===== config.mk =====
export PLATFORM = sky130hd
export DESIGN_NAME = ddc_cfg_sequencer
export DESIGN_NICKNAME = d
export VERILOG_FILES = /design/src/rtl/ddc_cfg_sequencer.sv
export SDC_FILE = /design/constraint.sdc
export NUM_CORES = 1
export LEC_CHECK = 0
export ABC_AREA = 0
export CORE_MARGIN = 4
export CORE_UTILIZATION = 30
export CTS_BUF_LIST = sky130_fd_sc_hd__clkbuf_2
export DETAILED_ROUTE_END_ITERATION = 7
export PLACE_DENSITY_LB_ADDON = 0.08
export SLEW_MARGIN = 30
export SYNTH_ARGS = -nofsm -noshare
export SYNTH_HDL_FRONTEND = slang
export SYNTH_SLANG_ARGS = --single-unit

===== constraint.sdc =====
create_clock -name clk -period 3.5 [get_ports clk]
set_input_delay 1.05 -clock clk [delete_from_list [all_inputs] [get_ports clk]]
set_output_delay 1.05 -clock clk [all_outputs]
set_load 0.1 [all_outputs]

===== src/rtl/ddc_cfg_sequencer.sv =====
// ddc_cfg_sequencer: per-lane DDS phase table with a commit-driven loader.
// On commit each lane is written in turn over a shared cfg bus (one-hot
// cfg_valid). An optional settle gap and a single broadcast resync pulse
// follow the load. One commit arriving mid-sequence is held as pending.
module ddc_cfg_sequencer #(
    parameter int unsigned N_CH   = 4,
    parameter int unsigned CH_W   = 2,
    parameter int unsigned PH_W   = 20,
    parameter int unsigned SETTLE = 4
) (
    input  logic              clk,
    input  logic              rst_n,
    input  logic              wr_en,
    input  logic [CH_W-1:0]   wr_ch,
    input  logic [PH_W-1:0]   wr_pinc,
    input  logic [PH_W-1:0]   wr_poff,
    input  logic              commit,
    input  logic              commit_resync,
    output logic              busy,
    output logic              done,
    output logic              wr_err,
    output logic [PH_W-1:0]   cfg_pinc,
    output logic [PH_W-1:0]   cfg_poff,
    output logic [N_CH-1:0]   cfg_valid,
    output logic              cfg_resync
);

    localparam int unsigned SC_W = (SETTLE > 1) ? $clog2(SETTLE) : 1;

    typedef enum logic [2:0] {
        S_IDLE,
        S_LOAD,
        S_SETTLE,
        S_RESYNC,
        S_DONE
    } state_t;

    state_t            r_state, w_state_nxt;
    logic [CH_W-1:0]   r_k, w_k_nxt;
    logic [SC_W-1:0]   r_sc, w_sc_nxt;
    logic              r_rs, w_rs_nxt;
    logic              r_pend, w_pend_nxt;
    logic              r_pend_rs, w_pend_rs_nxt;

    logic [PH_W-1:0]   r_tab_pinc [N_CH];
    logic [PH_W-1:0]   r_tab_poff [N_CH];

    logic              r_busy, r_done, r_wr_err, r_resync;
    logic [N_CH-1:0]   r_valid;
    logic [PH_W-1:0]   r_pinc, r_poff;

    logic              w_ch_ok, w_wr_ok, w_wr_rej;
    logic              w_byp;
    logic [PH_W-1:0]   w_rd_pinc, w_rd_poff;
    logic [N_CH-1:0]   w_valid_nxt;

    assign w_ch_ok  = 32'(wr_ch) < N_CH;
    assign w_wr_ok  = wr_en && (r_state == S_IDLE) && w_ch_ok;
    assign w_wr_rej = wr_en && !w_wr_ok;

    // Outputs are registered from the next state, so the lane read for the
    // first load must bypass a write landing in the same commit cycle.
    assign w_byp     = w_wr_ok && (wr_ch == w_k_nxt);
    assign w_rd_pinc = w_byp ? wr_pinc : r_tab_pinc[w_k_nxt];
    assign w_rd_poff = w_byp ? wr_poff : r_tab_poff[w_k_nxt];
    assign w_valid_nxt = (w_state_nxt == S_LOAD) ? (N_CH'(1) << w_k_nxt) : '0;

    // Next-state logic: sequencing, lane/settle counters, pending commit merge
    always_comb begin
        w_state_nxt   = r_state;
        w_k_nxt       = r_k;
        w_sc_nxt      = r_sc;
        w_rs_nxt      = r_rs;
        w_pend_nxt    = r_pend;
        w_pend_rs_nxt = r_pend_rs;

        if (commit && (r_state != S_IDLE)) begin
            w_pend_nxt    = 1'b1;
            w_pend_rs_nxt = r_pend_rs | commit_resync;
        end

        case (r_state)
            S_IDLE: begin
                if (commit) begin
                    w_state_nxt = S_LOAD;
                    w_k_nxt     = '0;
                    w_rs_nxt    = commit_resync;
                end
            end
            S_LOAD: begin
                if (r_k == CH_W'(N_CH - 1)) begin
                    w_state_nxt = r_rs ? S_SETTLE : S_DONE;
                    w_sc_nxt    = '0;
                end else begin
                    w_k_nxt = r_k + 1'b1;
                end
            end
            S_SETTLE: begin
                if (r_sc == SC_W'(SETTLE - 1)) begin
                    w_state_nxt = S_RESYNC;
                end else begin
                    w_sc_nxt = r_sc + 1'b1;
                end
            end
            S_RESYNC: begin
                w_state_nxt = S_DONE;
            end
            S_DONE: begin
                // A commit seen in this very cycle already folded into the
                // pending flags above, so it restarts the load here too.
                if (w_pend_nxt) begin
                    w_state_nxt   = S_LOAD;
                    w_k_nxt       = '0;
                    w_rs_nxt      = w_pend_rs_nxt;
                    w_pend_nxt    = 1'b0;
                    w_pend_rs_nxt = 1'b0;
                end else begin
                    w_state_nxt = S_IDLE;
                end
            end
            default: begin
                w_state_nxt = S_IDLE;
            end
        endcase
    end

    // State and control registers
    always_ff @(posedge clk or negedge rst_n) begin
        if (!rst_n) begin
            r_state   <= S_IDLE;
            r_k       <= '0;
            r_sc      <= '0;
            r_rs      <= 1'b0;
            r_pend    <= 1'b0;
            r_pend_rs <= 1'b0;
        end else begin
            r_state   <= w_state_nxt;
            r_k       <= w_k_nxt;
            r_sc      <= w_sc_nxt;
            r_rs      <= w_rs_nxt;
            r_pend    <= w_pend_nxt;
            r_pend_rs <= w_pend_rs_nxt;
        end
    end

    // Phase table: writable only while idle and for an in-range channel
    always_ff @(posedge clk or negedge rst_n) begin
        if (!rst_n) begin
            for (int unsigned i = 0; i < N_CH; i++) begin
                r_tab_pinc[i] <= '0;
                r_tab_poff[i] <= '0;
            end
        end else if (w_wr_ok) begin
            r_tab_pinc[wr_ch] <= wr_pinc;
            r_tab_poff[wr_ch] <= wr_poff;
        end
    end

    // Registered outputs; the cfg data bus holds its value between loads
    always_ff @(posedge clk or negedge rst_n) begin
        if (!rst_n) begin
            r_busy   <= 1'b0;
            r_done   <= 1'b0;
            r_wr_err <= 1'b0;
            r_resync <= 1'b0;
            r_valid  <= '0;
            r_pinc   <= '0;
            r_poff   <= '0;
        end else begin
            r_busy   <= (w_state_nxt != S_IDLE);
            r_done   <= (w_state_nxt == S_DONE);
            r_resync <= (w_state_nxt == S_RESYNC);
            r_wr_err <= w_wr_rej;
            r_valid  <= w_valid_nxt;
            if (w_state_nxt == S_LOAD) begin
                r_pinc <= w_rd_pinc;
                r_poff <= w_rd_poff;
            end
        end
    end

    assign busy       = r_busy;
    assign done       = r_done;
    assign wr_err     = r_wr_err;
    assign cfg_resync = r_resync;
    assign cfg_valid  = r_valid;
    assign cfg_pinc   = r_pinc;
    assign cfg_poff   = r_poff;

endmodule


==> impl_metrics.csv <==
group,metric,value,unit
yosys,yosysMostFrequentCell,"dfrtp_1",
timing,rsz0062_at_grt,"no",
yosys,synth_common_cells,"dfrtp_1 (218), nand2_1 (164), mux2_2 (95)",
drt,wl,27300,um
drt,firstDrtPassIters,4,
timing,finalSetupTns,0,ps
layout,nFillCells,3283,
setup_path,end_kind,"output port",
layout,multiInputGateArea,3990,um2
timing,hold_slack,113,ps
cts,cts-buffers-inserted,61,
timing,fmax,366,MHz
floorplan,num_rows,66,
yosys,syn_avg_cell_area,11.4,um2
placement,gp_congestion,0.695,
yosys,synth_area_leader_cell,"dfrtp_1",
yosys,syn_area,9910,um2
layout,areaGrowthSynthToFinish,20.3,%
cts,ctsLongestPathBuffers,3,
timing,maxSlewHeadroom,0.554,
global_routing,antenna_found_initial,3,
cts,clk_latency,930,ps
cts,htree_num_levels,2,
yosys,synth_edf_count,0,
setup_path,crit_path_cell_trace,"buf_4",
setup_path,arrival,1680,ps
drt,wire_per_inst,18.4,um
setup_path,crit_slowest_cell,"dfrtp_1",
yosys,synth-async-reset-ratio,1.00,
floorplan,die-area,36000,um2
setup_path,crit_fanout,2,
yosys,syn_nets,914,
yosys,synthesis.instances,866,
timing,finalSetupViolations,0,
cts,clk_pin_slew,100,ps
hold_path,hold_path.class,"in -> async",
placement,dp_hpwl,15700,um
timing,slew_violations,0,
setup_path,slowest_delay,430,ps
cts,cts_root_buffer,"clkbuf_2",
timing,hold_viol_final,0,
global_routing,grt_max_degree,83,
drt,drc_errors,0,
yosys,ys_types,45,
timing,worstMarginPinSlew,668,ps
yosys,ys_warn_count,0,
setup_path,cp_top_family,"flip-flops",
yosys,synth_top_area_share,0.550,
timing,skew,104,ps
global_routing,grt_pass1_wl,43300,um
layout,fin_util,0.367,
yosys,synth-main-ff-cell,"dfrtp_1",
timing,fin_crit,2730,ps
floorplan,core_area,32500,um2
floorplan,dieWidth,190,um
setup_path,start_kind,"register",
drt,routed_via_density,4.79,
cts,ctsResizeCount,0,
drt,drtAntennaViolNets,0,
global_routing,grt_pass1_vias,7402,
yosys,ys_top_cells_by_area,"dfrtp_1 (55%), mux2_2 (11%), nand2_1 (6.2%)",
floorplan,io-pin-count,95,
setup_path,crit_start,"cfg_pinc[1]",
drt,drt_iter0_drc,233,
layout,nets,1036,
setup_path,crit_buf_inv,1,
cts,cts_num_sinks,218,
global_routing,grt-ovfl-total,0,
drt,num_vias,7096,
global_routing,grt_usage,0.153,
layout,regArea,5460,um2
cts,cts_tree,"done",
yosys,ys_seq_area_frac,0.550,
layout,drive_above_1_share,0.316,
setup_path,r2r-start,"r_state[0]",
cts,post-cts-setup-buffers,0,
cts,postCtsHoldBufs,0,
placement,port_buffers,94,
timing,fin_crit_sh,0.780,
setup_path,crit_type,"reg -> out",
flow_run,max_cap_viol_count,0,
floorplan,initial_utilization,0.305,
run_status,status,"completed",
floorplan,fp.dieH,190,um
setup_path,critPathRequiredTime,2450,ps
yosys,ys_ff_latch,218,
[layout by cell type, fill, tap and decap left out, types with 2 or more instances in the layout]
cell,synthesis,layout
nand2b_1,3,2
nor2_1,7,6
buf_4,7,60
dfrtp_1,218,218
nand2_1,164,164
o211a_1,2,2
clkdlybuf4s50_1,0,45
and3_1,2,2
inv_1,42,42
inv_6,1,2
mux2_2,95,95
nand3_1,3,2
nor3b_1,2,2
a22o_1,40,40
a31oi_1,2,2
a21oi_1,84,84
clkinv_1,0,12
inv_2,1,2
diode_2,0,3
mux2_1,26,26
nor3_1,3,2
o221ai_2,40,40
o21ai_0,47,47
clkbuf_2,0,96
buf_12,0,14
[state kept, by name, summed over array words and instances, names as in the netlist]
register,cells
r_state,3
wr_err,1
r_tab_poff,80
r_sc,2
r_pend_rs,1
cfg_pinc,20
r_rs,1
cfg_poff,20
busy,1
cfg_resync,1
r_k,2
r_pend,1
r_tab_pinc,80
done,1
cfg_valid,4
[final timing paths]
kind                                   to  slack, ps  cells past startpoint
setup / recovery              cfg_pinc[1]        770                      1
setup reg to reg           r_tab_pinc[34]       1090                      6
max in group asynchronous  r_tab_poff[54]       2620                      2
hold / removal             r_tab_pinc[10]        110                      1
hold reg to reg             r_tab_pinc[4]        490                      2
min in group clk            r_tab_pinc[4]        490                      2
[through the flow]
stage / worst slack (ps) / cell area, um2 / cells
after floorplan: 1210 / 9910 / 866
after CTS: 656 / 11900 / 1479
final: 769 / 11900 / 1482
after detailed placement: 300 / 11400 / 1367
after global routing: 655 / 11900 / 1482
after global placement: 286 / 11400 / 1367
[cell type report]
type                       instances  area share
antenna                            3    0.000630
clock buffer                      96      0.0403
clock inverter                    16     0.00588
inverter                          45      0.0148
multi-input combinational        542       0.334
sequential                       218       0.457
tap                              442      0.0464
timing repair buffer             120       0.100
[cell families (layout without fill, tap and decap cells)]
kind of cell,after synthesis,in the layout,synth area share
fa+ha+maj,1,1,0.00126
other cells,0,3,0
buf+inv,106,277,0.0519
xor+xnor,2,2,0.00442
mux,121,121,0.137
simple gates,194,194,0.0808
flops,218,218,0.550
compound gates,224,224,0.174
[layer usage]
metal,GRT usage,part of all wire
met1,0.211,0.47
met2,0.239,0.46
met3,0.0336,0.042
met4,0.0518,0.024
met5,0,0
Power is not shown: default switching activity piles up to over one toggle a cycle in this logic, so the estimate is an artifact.
